## src/rtl/cpu_pkg.sv

```systemverilog
// Shared core definitions: register file geometry, scoreboard defaults, error causes.
// SCB_BYPASS_EN selects the WB-to-ID same-cycle hazard bypass.
package cpu_pkg;
  localparam int REG_IDX_W         = 5;
  localparam int NUM_REGS          = 32;
  localparam int MAX_INFLIGHT_DFLT = 2;

  typedef enum logic [1:0] {
    ERR_UNDERFLOW    = 2'd0,
    ERR_SPURIOUS_CLR = 2'd1,
    ERR_OVERFLOW     = 2'd2
  } scb_err_e;

  localparam int NUM_ERR = 3;

`ifdef SCB_BYPASS_EN
  localparam bit SCB_BYPASS = 1'b1;
`else
  localparam bit SCB_BYPASS = 1'b0;
`endif
endpackage

```

## src/rtl/scb_hazard_chk.sv

```systemverilog
// Combinational RAW/WAW lookup against the pending-write bitmap.
// Under SCB_BYPASS_EN, registers being retired this cycle are treated as free.
module scb_hazard_chk
  import cpu_pkg::*;
(
  input  logic [NUM_REGS-1:0]  busy,
  input  logic [NUM_REGS-1:0]  clr_mask,
  input  logic                 rs1_ren,
  input  logic                 rs2_ren,
  input  logic                 rd_wen,
  input  logic [REG_IDX_W-1:0] rs1,
  input  logic [REG_IDX_W-1:0] rs2,
  input  logic [REG_IDX_W-1:0] rd,
  output logic                 raw,
  output logic                 waw
);
  logic [NUM_REGS-1:0] eff_busy;

  always_comb begin
    eff_busy    = SCB_BYPASS ? (busy & ~clr_mask) : busy;
    eff_busy[0] = 1'b0;
    raw = (rs1_ren & eff_busy[rs1]) | (rs2_ren & eff_busy[rs2]);
    waw = rd_wen & eff_busy[rd];
  end
endmodule

```

## src/rtl/scoreboard_ctrl.sv

```systemverilog
// Issue controller for the ID->IS->WB pipeline: busy bitmap, in-flight count, hazard stall.
// Build with SCB_BYPASS_EN for same-cycle WB bypass (needs a write-through regfile).
module scoreboard_ctrl
  import cpu_pkg::*;
#(
  parameter int MAX_INFLIGHT = MAX_INFLIGHT_DFLT,
  parameter int CNT_W        = 3
) (
  input  logic                 clk,
  input  logic                 rst,
  input  logic                 id_valid,
  input  logic                 id_rs1_ren,
  input  logic                 id_rs2_ren,
  input  logic [REG_IDX_W-1:0] id_rs1,
  input  logic [REG_IDX_W-1:0] id_rs2,
  input  logic                 id_rd_wen,
  input  logic [REG_IDX_W-1:0] id_rd,
  input  logic                 id_serialize,
  input  logic                 is_ready,
  input  logic                 redirect,
  input  logic                 wb_valid,
  input  logic                 wb_rd_wen,
  input  logic [REG_IDX_W-1:0] wb_rd,
  output logic                 id_fire,
  output logic                 id_stall,
  output logic                 id_kill,
  output logic [NUM_REGS-1:0]  busy_map,
  output logic [CNT_W-1:0]     inflight,
  output logic                 scb_err
);
  logic [NUM_REGS-1:0] busy_q, busy_nxt, clr_mask, set_mask;
  logic [CNT_W-1:0]    inflight_q, inflight_nxt;
  logic                err_q;
  logic                raw, waw, full, ser, wb_clr, inflight_zero;
  logic [NUM_ERR-1:0]  err_cause;

  assign wb_clr        = wb_valid & wb_rd_wen & (wb_rd != '0);
  assign inflight_zero = (inflight_q == '0);

  scb_hazard_chk u_hazard (
    .busy     (busy_q),
    .clr_mask (clr_mask),
    .rs1_ren  (id_rs1_ren),
    .rs2_ren  (id_rs2_ren),
    .rd_wen   (id_rd_wen),
    .rs1      (id_rs1),
    .rs2      (id_rs2),
    .rd       (id_rd),
    .raw      (raw),
    .waw      (waw)
  );

  // A lone retiring instruction empties the pipe this cycle when bypass is enabled
  assign full = (inflight_q == CNT_W'(MAX_INFLIGHT));
  assign ser  = id_serialize & ~inflight_zero &
                ~(SCB_BYPASS & wb_valid & (inflight_q == CNT_W'(1)));

  assign id_kill  = id_valid & redirect;
  assign id_stall = id_valid & ~redirect & (raw | waw | full | ser | ~is_ready);
  assign id_fire  = id_valid & ~redirect & ~id_stall;

  always_comb begin
    clr_mask = '0;
    set_mask = '0;
    if (wb_clr)
      clr_mask[wb_rd] = 1'b1;
    if (id_fire & id_rd_wen & (id_rd != '0))
      set_mask[id_rd] = 1'b1;
    busy_nxt    = (busy_q & ~clr_mask) | set_mask;
    busy_nxt[0] = 1'b0;
  end

  always_comb begin
    inflight_nxt = inflight_q;
    if (id_fire & ~wb_valid)
      inflight_nxt = inflight_q + CNT_W'(1);
    else if (~id_fire & wb_valid & ~inflight_zero)
      inflight_nxt = inflight_q - CNT_W'(1);
  end

  always_comb begin
    err_cause                   = '0;
    err_cause[ERR_UNDERFLOW]    = wb_valid & inflight_zero;
    err_cause[ERR_SPURIOUS_CLR] = wb_clr & ~busy_q[wb_rd];
    err_cause[ERR_OVERFLOW]     = id_fire & full;
  end

  always_ff @(posedge clk or negedge rst) begin
    if (!rst) begin
      busy_q     <= '0;
      inflight_q <= '0;
      err_q      <= 1'b0;
    end else begin
      busy_q     <= busy_nxt;
      inflight_q <= inflight_nxt;
      err_q      <= err_q | (|err_cause);
    end
  end

  assign busy_map = busy_q;
  assign inflight = inflight_q;
  assign scb_err  = err_q;
endmodule

```

## config.mk

```make
export PLATFORM = sky130hd
export DESIGN_NAME = scoreboard_ctrl
export DESIGN_NICKNAME = d
export VERILOG_FILES = /design/src/rtl/cpu_pkg.sv /design/src/rtl/scb_hazard_chk.sv /design/src/rtl/scoreboard_ctrl.sv
export SDC_FILE = /design/constraint.sdc
export NUM_CORES = 1
export LEC_CHECK = 0
export BUFFER_PORTS_ARGS = -buffer_cell sky130_fd_sc_hd__buf_2
export CAP_MARGIN = 0
export CORE_UTILIZATION = 56
export CTS_BUF_LIST = sky130_fd_sc_hd__clkbuf_8
export DETAILED_ROUTE_END_ITERATION = 8
export GPL_TIMING_DRIVEN = 0
export HOLD_SLACK_MARGIN = 0.05
export PLACE_DENSITY = 0.83
export SETUP_SLACK_MARGIN = 0.1
export SYNTH_ARGS = -nofsm -noshare
export SYNTH_HDL_FRONTEND = slang
export SYNTH_SLANG_ARGS = --single-unit
```

## constraint.sdc

```tcl
create_clock -name clk -period 3.5 [get_ports clk]
set_clock_uncertainty 0.1 [all_clocks]
set_input_delay 0.525 -clock clk [delete_from_list [all_inputs] [get_ports clk]]
set_output_delay 0.525 -clock clk [all_outputs]
set_load 0.005 [all_outputs]
```

==> impl_results.md, run 1 <==
* Final HPWL from detailed placement at 6210 um
* RSZ-0062 raised after global routing: no
* Worst-case clock buffer depth at 2
* EDFF count, synth at 0
* Area delta synth->final at 18.9%
* Multi-input logic area at 0.00182 mm^2
* Core area at 0.00475 mm^2
* CTS tree: built
* Initial Utilization at 58.7%
* Fin cells at 401
* Register area share after synthesis at 31.4%
* Met2 Use GR at 50.9%
* Cts hold-fix bufs at 0
* Leakage at 1.42 nW
* Outcome: complete, no violations
* FILL cells at 372
* Post-Syn Nets at 300
* # DRC at 0
* Hold Vio Cnt, Final at 0
* Setup_tns at 0 ns
* Maximum net fanout on the critical path at 9
* Slew of the pin with the lowest slew margin at 0.805 ns
* Most common cell in the netlist: o21ai_0
* VDD IR max at 0.434 mV
* Worst setup EP type: register
* Synth top area share at 31.4%
* TritonCTS Sinks at 35
* Placer Congestion at 1.01
* Synthesized area per cell at 10.4 um^2
* Fmax at 307 MHz
* Placed cells at 391
* Post-synth top area cell: dfrtp_1
* # nets final at 366
* Syn Inst Count at 268
* Setup ws final at 0.239 ns
* GR Util met3 at 7.87%
* Rows at 25
* Initial antenna violation count at 0
* Root buf cell: clkbuf_8
* Worst Path Required at 3.59 ns
* Worst-path clk slew at 0.07 ns
* Synth async-reset ratio at 100%
* First-pass GRT wire length at 13200 um
* P per Cell Area at 375 mW/mm^2
* Global route hottest layer: met2
* Main synth FF type: dfrtp_1
* Slew headroom at 46.3%
* Total Wirelength at 8570 um
* Top post-synthesis cells by area: dfrtp_1 (31%), mux4_2 (15%), o21ai_0 (11%)
* Fin crit period at 3.26 ns
* Diodes inserted at 0
* Avg WL per Cell at 21.4 um
* HP Class: in2async
* Port Buffers at 56
* Crit path DAT at 3.35 ns
* Max-cap violations at 0
* Reg area at 887 um^2
* IO Count at 70
* Setup slack at placement at -0.273 ns
* Die H at 72.6 um
* Largest net degree at the start of global routing at 36
* Netlist cell types at 54
* GRT Resource Usage Total at 33.3%
* Final ANT Viol Nets at 0
* H-tree Lvls at 2
* Layout cells sized above 1 at 36.5%
* First DRT Iteration DRCs at 319
* Synthesis warning total at 0
* Tcrit/Tclk final at 93.2%
* Post-layout util at 69.7%
* Slew Viols, Final at 0
* Vias after detailed routing at 2737
* Kind of critical path: in2reg
* Met1 usage at 46.3%
* Num CTS Buffers at 5
* Vias in the first global route at 2620
* Vias/cell at 6.83
* Setup violators final at 0
* Die footprint at 0.00527 mm^2
* Worst-Skew Late Latency at 0.29 ns
* Synthesized cell area at 0.00279 mm^2
* Die width at 72.6 um
* CP Launch Type: input pin
* Grt ovf at 0
* Commonest cells post-synth: o21ai_0 (61), dfrtp_1 (35), mux2i_1 (19), mux4_2 (19), clkbuf_1 (13)
* Synth Register Bits at 35
* Pre-antenna DRT Iters at 5
timing repair:
item | 4_1_cts | 5_1_grt
gates resized for setup | 1 | 24
pin swaps | 1 | 3
setup buffers | 1 | 2
endpoints found under the setup margin | 2 | 2
per-layer routing:
metal  up-vias  wire length (um)  share of wire [%]
met5         -                 0                  0
met4         0               184                2.1
met3        16               923                 11
met2       194              4050                 47
met1      1343              3410                 40
li1       1184                 -                  -
placed cells by master (no fill, tap or decap), types with 3 or more instances in the layout:
| master | count |
|---|---|
| o21ai_0 | 60 |
| or3_1 | 4 |
| nand4_1 | 5 |
| mux4_2 | 19 |
| buf_2 | 56 |
| mux2i_1 | 19 |
| nor2_1 | 6 |
| clkbuf_8 | 6 |
| inv_1 | 6 |
| nand3_1 | 4 |
| buf_4 | 5 |
| nand3b_1 | 10 |
| nand2b_1 | 8 |
| mux2_2 | 3 |
| or3b_2 | 3 |
| buf_6 | 3 |
| dfrtp_2 | 9 |
| clkbuf_1 | 11 |
| o21ai_2 | 7 |
| mux4_1 | 5 |
| dfrtp_1 | 26 |
| nand2_1 | 11 |
| o22ai_1 | 4 |
| and2_1 | 3 |
path summary, 6_finish.rpt:
path,slack (ns),endpoint,cells after the start,startpoint
min in group clk,0.41,scb_err,1,scb_err
worst max-delay path,0.24,inflight[2],11,id_rd[0]
worst min-delay path,0.22,busy_map[29],1,rst
worst min register to register,0.41,scb_err,1,scb_err
worst max register to register,0.26,inflight[2],11,busy_map[10]
max in group asynchronous,2.52,busy_map[16],1,rst
power by group:
group | leakage [nW] | total, mW | switching [mW] | internal, mW
clock | 0.0470 | 0.299 | 0.145 | 0.154
sequential | 0.459 | 0.536 | 0.0853 | 0.451
combinational | 0.916 | 0.408 | 0.205 | 0.203
cells by family after synthesis:
kind of cell,synth area share (%)
adder cells (fa/ha/maj),0.718
AND/OR/NAND/NOR,14.3
flip-flops,31.4
other,0.134
XOR/XNOR,0.314
buffers and inverters,4.17
AO/OA/AOI/OAI,20.9
multiplexers,28.1
registers in the layout, summed over array words and instances (netlist names):
name and flops:
busy_map 31, inflight 3, scb_err 1
layout make-up:
| type | instances | area share, % |
|---|---|---|
| Tap cell | 67 | 2.53 |
| Inverter | 6 | 0.679 |
| Clock buffer | 6 | 2.49 |
| Timing Repair Buffer | 59 | 9.13 |
| Clock inverter | 1 | 0.151 |
| Buffer | 19 | 3.25 |
| Sequential cell | 35 | 26.8 |
| Multi-Input combinational cell | 208 | 55.0 |
per-stage QoR:
| stage | hold slack (ns) | instance area (um^2) | power, mW |
|---|---|---|---|
| floorplan | 0.129 | 2790 | 0.759 |
| CTS | 0.248 | 3260 | 1.21 |
| detailed placement | 0.386 | 3150 | 0.915 |
| finish | 0.222 | 3320 | 1.24 |
| global placement | 0.361 | 3150 | 0.890 |
| global route | 0.295 | 3320 | 1.30 |
critical path, stage by stage:
cell	delay [ns]
clkbuf_1	0.36
mux4_2	0.57
nand2b_1	0.13
o2111ai_2	0.20
a211oi_4	0.36
buf_6	0.18
nand2_1	0.08
fa_1	0.40
nand2b_1	0.17
o21bai_1	0.15
o311ai_1	0.22
(Power assumes the default switching activity.)
==> run 2: changes to the inputs <==
==> constraint.sdc (replaced) <==
create_clock -name clk -period 3.5 [get_ports clk]
set_clock_uncertainty 0.1 [all_clocks]
set_input_delay 0.35 -clock clk [delete_from_list [all_inputs] [get_ports clk]]
set_output_delay 0.35 -clock clk [all_outputs]
set_load 0.005 [all_outputs]
==> run 2 against run 1 <==
Effect of this change:
- flip-flop and latch count unchanged
- fmax about the same
- critical path depth up 1
- die area unchanged
- clock power about the same
- design area down 1.7%
==> impl_results.md, run 2 (synthesized netlist as in run 1, its figures left out) <==
* Outcome: complete, no violations (unchanged)
* Fin crit period at 3.26 ns (about the same)
* Die H at 72.6 um (unchanged)
* CTS tree: built (unchanged)
* Vias after detailed routing at 2776 (was 2737)
* Die footprint at 0.00527 mm^2 (unchanged)
* Pre-antenna DRT Iters at 5 (unchanged)
* Layout cells sized above 1 at 33.0% (was 36.5%)
* HP Class: in2async (unchanged)
* Worst-path clk slew at 0.07 ns (about the same)
* Crit path DAT at 3.35 ns (about the same)
* Final HPWL from detailed placement at 6210 um (unchanged)
* Reg-to-reg startpoint: busy_map[8] (was busy_map[10])
* Setup ws final at 0.237 ns (was 0.239 ns)
* Total Wirelength at 8510 um (was 8570 um)
* Root buf cell: clkbuf_8 (unchanged)
* Core area at 0.00475 mm^2 (unchanged)
* Worst Path Required at 3.59 ns (about the same)
* Placed cells at 391 (unchanged)
* Slew headroom at 47.2% (was 46.3%)
* Largest register FFs at 31 (unchanged)
* # DRC at 0 (unchanged)
* Fmax at 306 MHz (was 307 MHz)
* Cts hold-fix bufs at 0 (unchanged)
* Max-cap violations at 0 (unchanged)
* Worst setup EP type: register (unchanged)
* Hold Vio Cnt, Final at 0 (unchanged)
* RSZ-0062 raised after global routing: no (unchanged)
* Die width at 72.6 um (unchanged)
* Largest net degree at the start of global routing at 36 (unchanged)
* Vias/cell at 6.94 (was 6.83)
* Setup violators final at 0 (unchanged)
* Diodes inserted at 0 (unchanged)
* Setup_tns at 0 ns (unchanged)
* Rows at 25 (unchanged)
* First-pass GRT wire length at 13100 um (was 13200 um)
* Grt ovf at 0 (unchanged)
* Slew Viols, Final at 0 (unchanged)
* P per Cell Area at 374 mW/mm^2 (was 375 mW/mm^2)
* Port Buffers at 56 (unchanged)
* Initial Utilization at 58.7% (unchanged)
* Final ANT Viol Nets at 0 (unchanged)
* H-tree Lvls at 2 (unchanged)
* Reg2reg end: inflight[2] (unchanged)
* Tcrit/Tclk final at 93.2% (about the same)
* First DRT Iteration DRCs at 293 (was 319)
* Commonest non-fill, non-tap cells in the layout: o21ai_0 (61), buf_2 (59), dfrtp_1 (32), mux2i_1 (19), mux4_2 (19) (was o21ai_0 (60), buf_2 (56), dfrtp_1 (26), mux2i_1 (19), mux4_2 (19))
* CP Launch Type: register (was input pin)
* Placer Congestion at 1.01 (unchanged)
* TritonCTS Sinks at 35 (unchanged)
* Num CTS Buffers at 5 (unchanged)
* Leakage at 1.42 nW (about the same)
* Avg WL per Cell at 21.3 um (was 21.4 um)
* IO Count at 70 (unchanged)
* Most common cell after layout, fill and taps aside: o21ai_0 (unchanged)
* Slew of the pin with the lowest slew margin at 0.791 ns (was 0.805 ns)
* Register-to-register setup slack at 0.24 ns (was 0.26 ns)
* # nets final at 365 (was 366)
* GRT Resource Usage Total at 33.1% (was 33.3%)
* Setup slack at placement at -0.0979 ns (was -0.273 ns)
* R2R depth at 12 (was 11)
* VDD IR max at 0.425 mV (was 0.434 mV)
* Worst-Skew Late Latency at 0.29 ns (about the same)
* Area delta synth->final at 16.9% (was 18.9%)
* Fin cells at 400 (was 401)
* Worst-case clock buffer depth at 2 (unchanged)
* Maximum net fanout on the critical path at 10 (was 9)
* Vias in the first global route at 2595 (was 2620)
* Pwr Total at 1.22 mW (was 1.24 mW)
* Kind of critical path: reg2reg (was in2reg)
* Initial antenna violation count at 0 (unchanged)
[run 2: changes by cell type in the layout (fill, tap and decap cells not counted), sizes merged]
cell / change
clkbuf: -1
[run 2: cell type report]
cell class | count | area, um^2
multi-input cells | 208 | 1800
fillers | 389 | 1500
flip-flops and latches | 35 | 880
repair buffers | 58 | 295
plain buffers | 19 | 93.8
well taps | 67 | 83.8
clock buffers | 6 | 82.6
inverters | 6 | 22.5
clock inverters | 1 | 5.00
[run 2: timing repair]
action                     in CTS  in global routing
setup endpoints to repair       0                  2
buffers inserted                0                  2
gates resized for setup         0                  4
[run 2: per-stage QoR]
step           hold WS, ns  area [um^2]  util, %
2_1_floorplan      -0.0456         2790        -
4_1_cts             0.0728         3240     68.2
6_report            0.0440         3260     68.6
3_3_place_gp         0.361         3150     66.3
5_1_grt              0.115         3260     68.6
3_5_place_dp         0.382         3150     66.3
[run 2: critical path, cell delays in order (launching register included)]
cell      delay, ns
dfrtp_1        0.45
mux4_1         0.54
a221oi_2       0.26
o21ai_1        0.11
a31o_1         0.23
a211oi_2       0.14
buf_4          0.17
buf_6          0.14
nand2_1        0.08
fa_1           0.40
nand2b_1       0.17
o21bai_1       0.15
o311ai_1       0.22
[run 2: how the worst max path moves through the flow]
stage / slack, ns / end / from / depth (start not counted)
final: 0.24 / inflight[2] / busy_map[8] / 12
after global routing: 0.08 / inflight[2] / busy_map[16] / 12
after CTS: 0.12 / inflight[2] / busy_map[10] / 11
after detailed placement: -0.1 / inflight[2] / id_rd[1] / 13
after global placement: -0.09 / inflight[2] / id_rd[1] / 13
after floorplan: 0.31 / inflight[2] / id_rs1[1] / 12
[run 2: report_power, final]
part	internal, mW	switching [mW]
registers	0.450	0.0846
logic	0.190	0.195
clock network	0.154	0.146
total	0.794	0.426
[run 2: routing by layer]
metal	vias to the layer above	routed length, um	global-route usage (%)
li1	1191	-	-
met5	-	0	0
met4	0	201	12.6
met3	22	889	6.35
met2	206	3990	51.2
met1	1357	3430	46.8
==> run 3: changes to the inputs <==
--- a/config.mk
+++ b/config.mk
@@ -7,12 +7,14 @@
 export LEC_CHECK = 0
 export BUFFER_PORTS_ARGS = -buffer_cell sky130_fd_sc_hd__buf_2
 export CAP_MARGIN = 0
-export CORE_UTILIZATION = 56
+export CELL_PAD_IN_SITES_DETAIL_PLACEMENT = 0
+export CELL_PAD_IN_SITES_GLOBAL_PLACEMENT = 1
+export CORE_UTILIZATION = 43
 export CTS_BUF_LIST = sky130_fd_sc_hd__clkbuf_8
 export DETAILED_ROUTE_END_ITERATION = 8
 export GPL_TIMING_DRIVEN = 0
 export HOLD_SLACK_MARGIN = 0.05
-export PLACE_DENSITY = 0.83
+export PLACE_DENSITY_LB_ADDON = 0.1
 export SETUP_SLACK_MARGIN = 0.1
 export SYNTH_ARGS = -nofsm -noshare
 export SYNTH_HDL_FRONTEND = slang
==> run 3 against run 2 <==
Effect of this change:
- largest cell class unchanged
- combinational power barely moved
- sequential share of layout area decreased by 0.63 points
- largest power group unchanged
- flip-flop and latch count did not move
- highest routed layer unchanged
==> impl_results.md, run 3 (synthesized netlist as in run 1, its figures left out) <==
* Crit path DAT at 3.29 ns (was 3.35 ns)
* HP Class: in2async (unchanged)
* Net switching power at 441 uW (was 426 uW)
* Final HPWL from detailed placement at 6580 um (was 6210 um)
* First-pass GRT wire length at 13700 um (was 13100 um)
* Root buf cell: clkbuf_8 (unchanged)
* Rows at 28 (was 25)
* CTS tree: built (unchanged)
* Worst-path clk slew at 0.08 ns (was 0.07 ns)
* Die footprint at 0.00681 mm^2 (was 0.00527 mm^2)
* Slew Viols, Final at 0 (unchanged)
* Leakage at 1.43 nW (was 1.42 nW)
* Vias after detailed routing at 2651 (was 2776)
* Vias/cell at 6.50 (was 6.94)
* # nets final at 364 (was 365)
* Pre-antenna DRT Iters at 5 (unchanged)
* # DRC at 0 (unchanged)
* CP Launch Type: register (unchanged)
* Post-layout util at 54.5% (was 68.6%)
* Core area at 0.00610 mm^2 (was 0.00475 mm^2)
* Max-cap violations at 0 (unchanged)
* Clock Power Share at 32.8% (was 24.7%)
* Register-to-register setup slack at 0.31 ns (was 0.24 ns)
* VDD IR max at 0.243 mV (was 0.425 mV)
* Commonest non-fill, non-tap cells in the layout: o21ai_0 (60), buf_2 (59), dfrtp_1 (35), mux2i_1 (19), mux4_2 (19) (was o21ai_0 (61), buf_2 (59), dfrtp_1 (32), mux2i_1 (19), mux4_2 (19))
* Diodes inserted at 0 (unchanged)
* RSZ-0062 raised after global routing: no (unchanged)
* Final ANT Viol Nets at 0 (unchanged)
* Sequential share of power at 38.8% (was 43.8%)
* Multi-input logic area at 0.00181 mm^2 (was 0.00180 mm^2)
* P per Cell Area at 411 mW/mm^2 (was 374 mW/mm^2)
* TritonCTS Sinks at 35 (unchanged)
* First DRT Iteration DRCs at 253 (was 293)
* Most common cell after layout, fill and taps aside: o21ai_0 (unchanged)
* IO Count at 70 (unchanged)
* R2R depth at 11 (was 12)
* Fin crit period at 3.19 ns (was 3.26 ns)
* Switching Fraction at 32.3% (was 34.9%)
* Largest net degree at the start of global routing at 36 (unchanged)
* Vias in the first global route at 2387 (was 2595)
* Reg-to-reg startpoint: busy_map[10] (was busy_map[8])
* Placer Congestion at 0.921 (was 1.01)
* Int Pwr at 926 uW (was 794 uW)
* Worst Path Required at 3.60 ns (was 3.59 ns)
* FILL cells at 601 (was 389)
* Initial Utilization at 45.8% (was 58.7%)
* Area delta synth->final at 19.2% (was 16.9%)
* Port Buffers at 56 (unchanged)
* Fmax at 313 MHz (was 306 MHz)
* Slew of the pin with the lowest slew margin at 0.820 ns (was 0.791 ns)
* Die H at 82.5 um (was 72.6 um)
* Avg WL per Cell at 22.2 um (was 21.3 um)
* Reg2reg end: inflight[2] (unchanged)
* Die width at 82.5 um (was 72.6 um)
* Gate power share at 28.4% (was 31.5%)
* Initial antenna violation count at 0 (unchanged)
* Tcrit/Tclk final at 91.2% (was 93.2%)
* Worst setup EP type: register (unchanged)
* Total Wirelength at 9050 um (was 8510 um)
* Largest register FFs at 31 (unchanged)
* Maximum net fanout on the critical path at 10 (unchanged)
* Setup violators final at 0 (unchanged)
* GRT Resource Usage Total at 28.4% (was 33.1%)
* Worst-case clock buffer depth at 2 (unchanged)
* Reg area at 876 um^2 (was 880 um^2)
* Hold Vio Cnt, Final at 0 (unchanged)
* Cts hold-fix bufs at 0 (unchanged)
* Outcome: complete, no violations (unchanged)
* Worst-Skew Late Latency at 0.30 ns (was 0.29 ns)
* Grt ovf at 0 (unchanged)
* Num CTS Buffers at 5 (unchanged)
* Pwr Total at 1.37 mW (was 1.22 mW)
* Kind of critical path: reg2reg (unchanged)
* Layout cells sized above 1 at 32.7% (was 33.0%)
* Slew headroom at 45.3% (was 47.2%)
* H-tree Lvls at 2 (unchanged)
-- run 3: what timing repair did --
action | CTS | global route
endpoints found under the setup margin | 0 | 2
setup buffers | 0 | 1
resized for setup | 0 | 5
-- run 3: worst max-delay path, cell delays in order, from the launching register on --
cell and delay [ns]:
dfrtp_1 0.44, mux4_1 0.56, a221oi_2 0.25, o21ai_1 0.11, a31o_1 0.25, a211oi_4 0.21
buf_6 0.18, nand2_1 0.08, fa_2 0.36, nand2b_1 0.16, o21bai_1 0.15, o311ai_1 0.24
-- run 3: power groups by stage --
stage | Combinational [mW] | Sequential [mW] | Clock (mW)
final | 0.388 | 0.530 | 0.449
after global routing | 0.438 | 0.539 | 0.465
after CTS | 0.376 | 0.527 | 0.453
after detailed placement | 0.373 | 0.535 | 0
after global placement | 0.368 | 0.534 | 0
after floorplan | 0.244 | 0.515 | 0
-- run 3: how the worst max path moves through the flow --
stage | from | slack [ns] | to | cells past startpoint
floorplan | id_rs1[1] | 0.31 | inflight[2] | 12
CTS | busy_map[10] | 0.12 | inflight[2] | 11
detailed placement | id_rd[1] | -0.07 | inflight[2] | 13
finish | busy_map[10] | 0.31 | inflight[2] | 11
global placement | id_rd[1] | 0.01 | inflight[2] | 13
global route | busy_map[10] | 0.09 | inflight[2] | 11
-- run 3: layer usage --
metal	routed length [um]	vias to the layer above	share of wire, %	track usage [%]
li1	-	1179	-	-
met5	0	-	0	0
met4	197	0	2.2	9.31
met2	3980	152	44	41.5
met3	744	16	8.2	3.96
met1	4130	1304	46	43.1
-- run 3: through the flow --
step                      std cells  hold slack (ns)  instance area, um^2  setup WS, ns  TNS [ns]
after floorplan                 268          -0.0456                 2790         0.307         0
after global placement          399            0.361                 3160        0.0114         0
after global routing            408            0.115                 3320        0.0940         0
final                           408           0.0438                 3320         0.308         0
after CTS                       407           0.0666                 3300         0.122         0
after detailed placement        399            0.365                 3160       -0.0737   -0.0737
-- run 3: final cells by class --
type	count	share of cell area, %
plain buffers	19	2.82
clock buffers	5	2.07
clock inverters	3	2.03
inverters	6	0.678
multi-input cells	208	54.6
flip-flops and latches	35	26.4
well taps	75	2.82
repair buffers	57	8.66
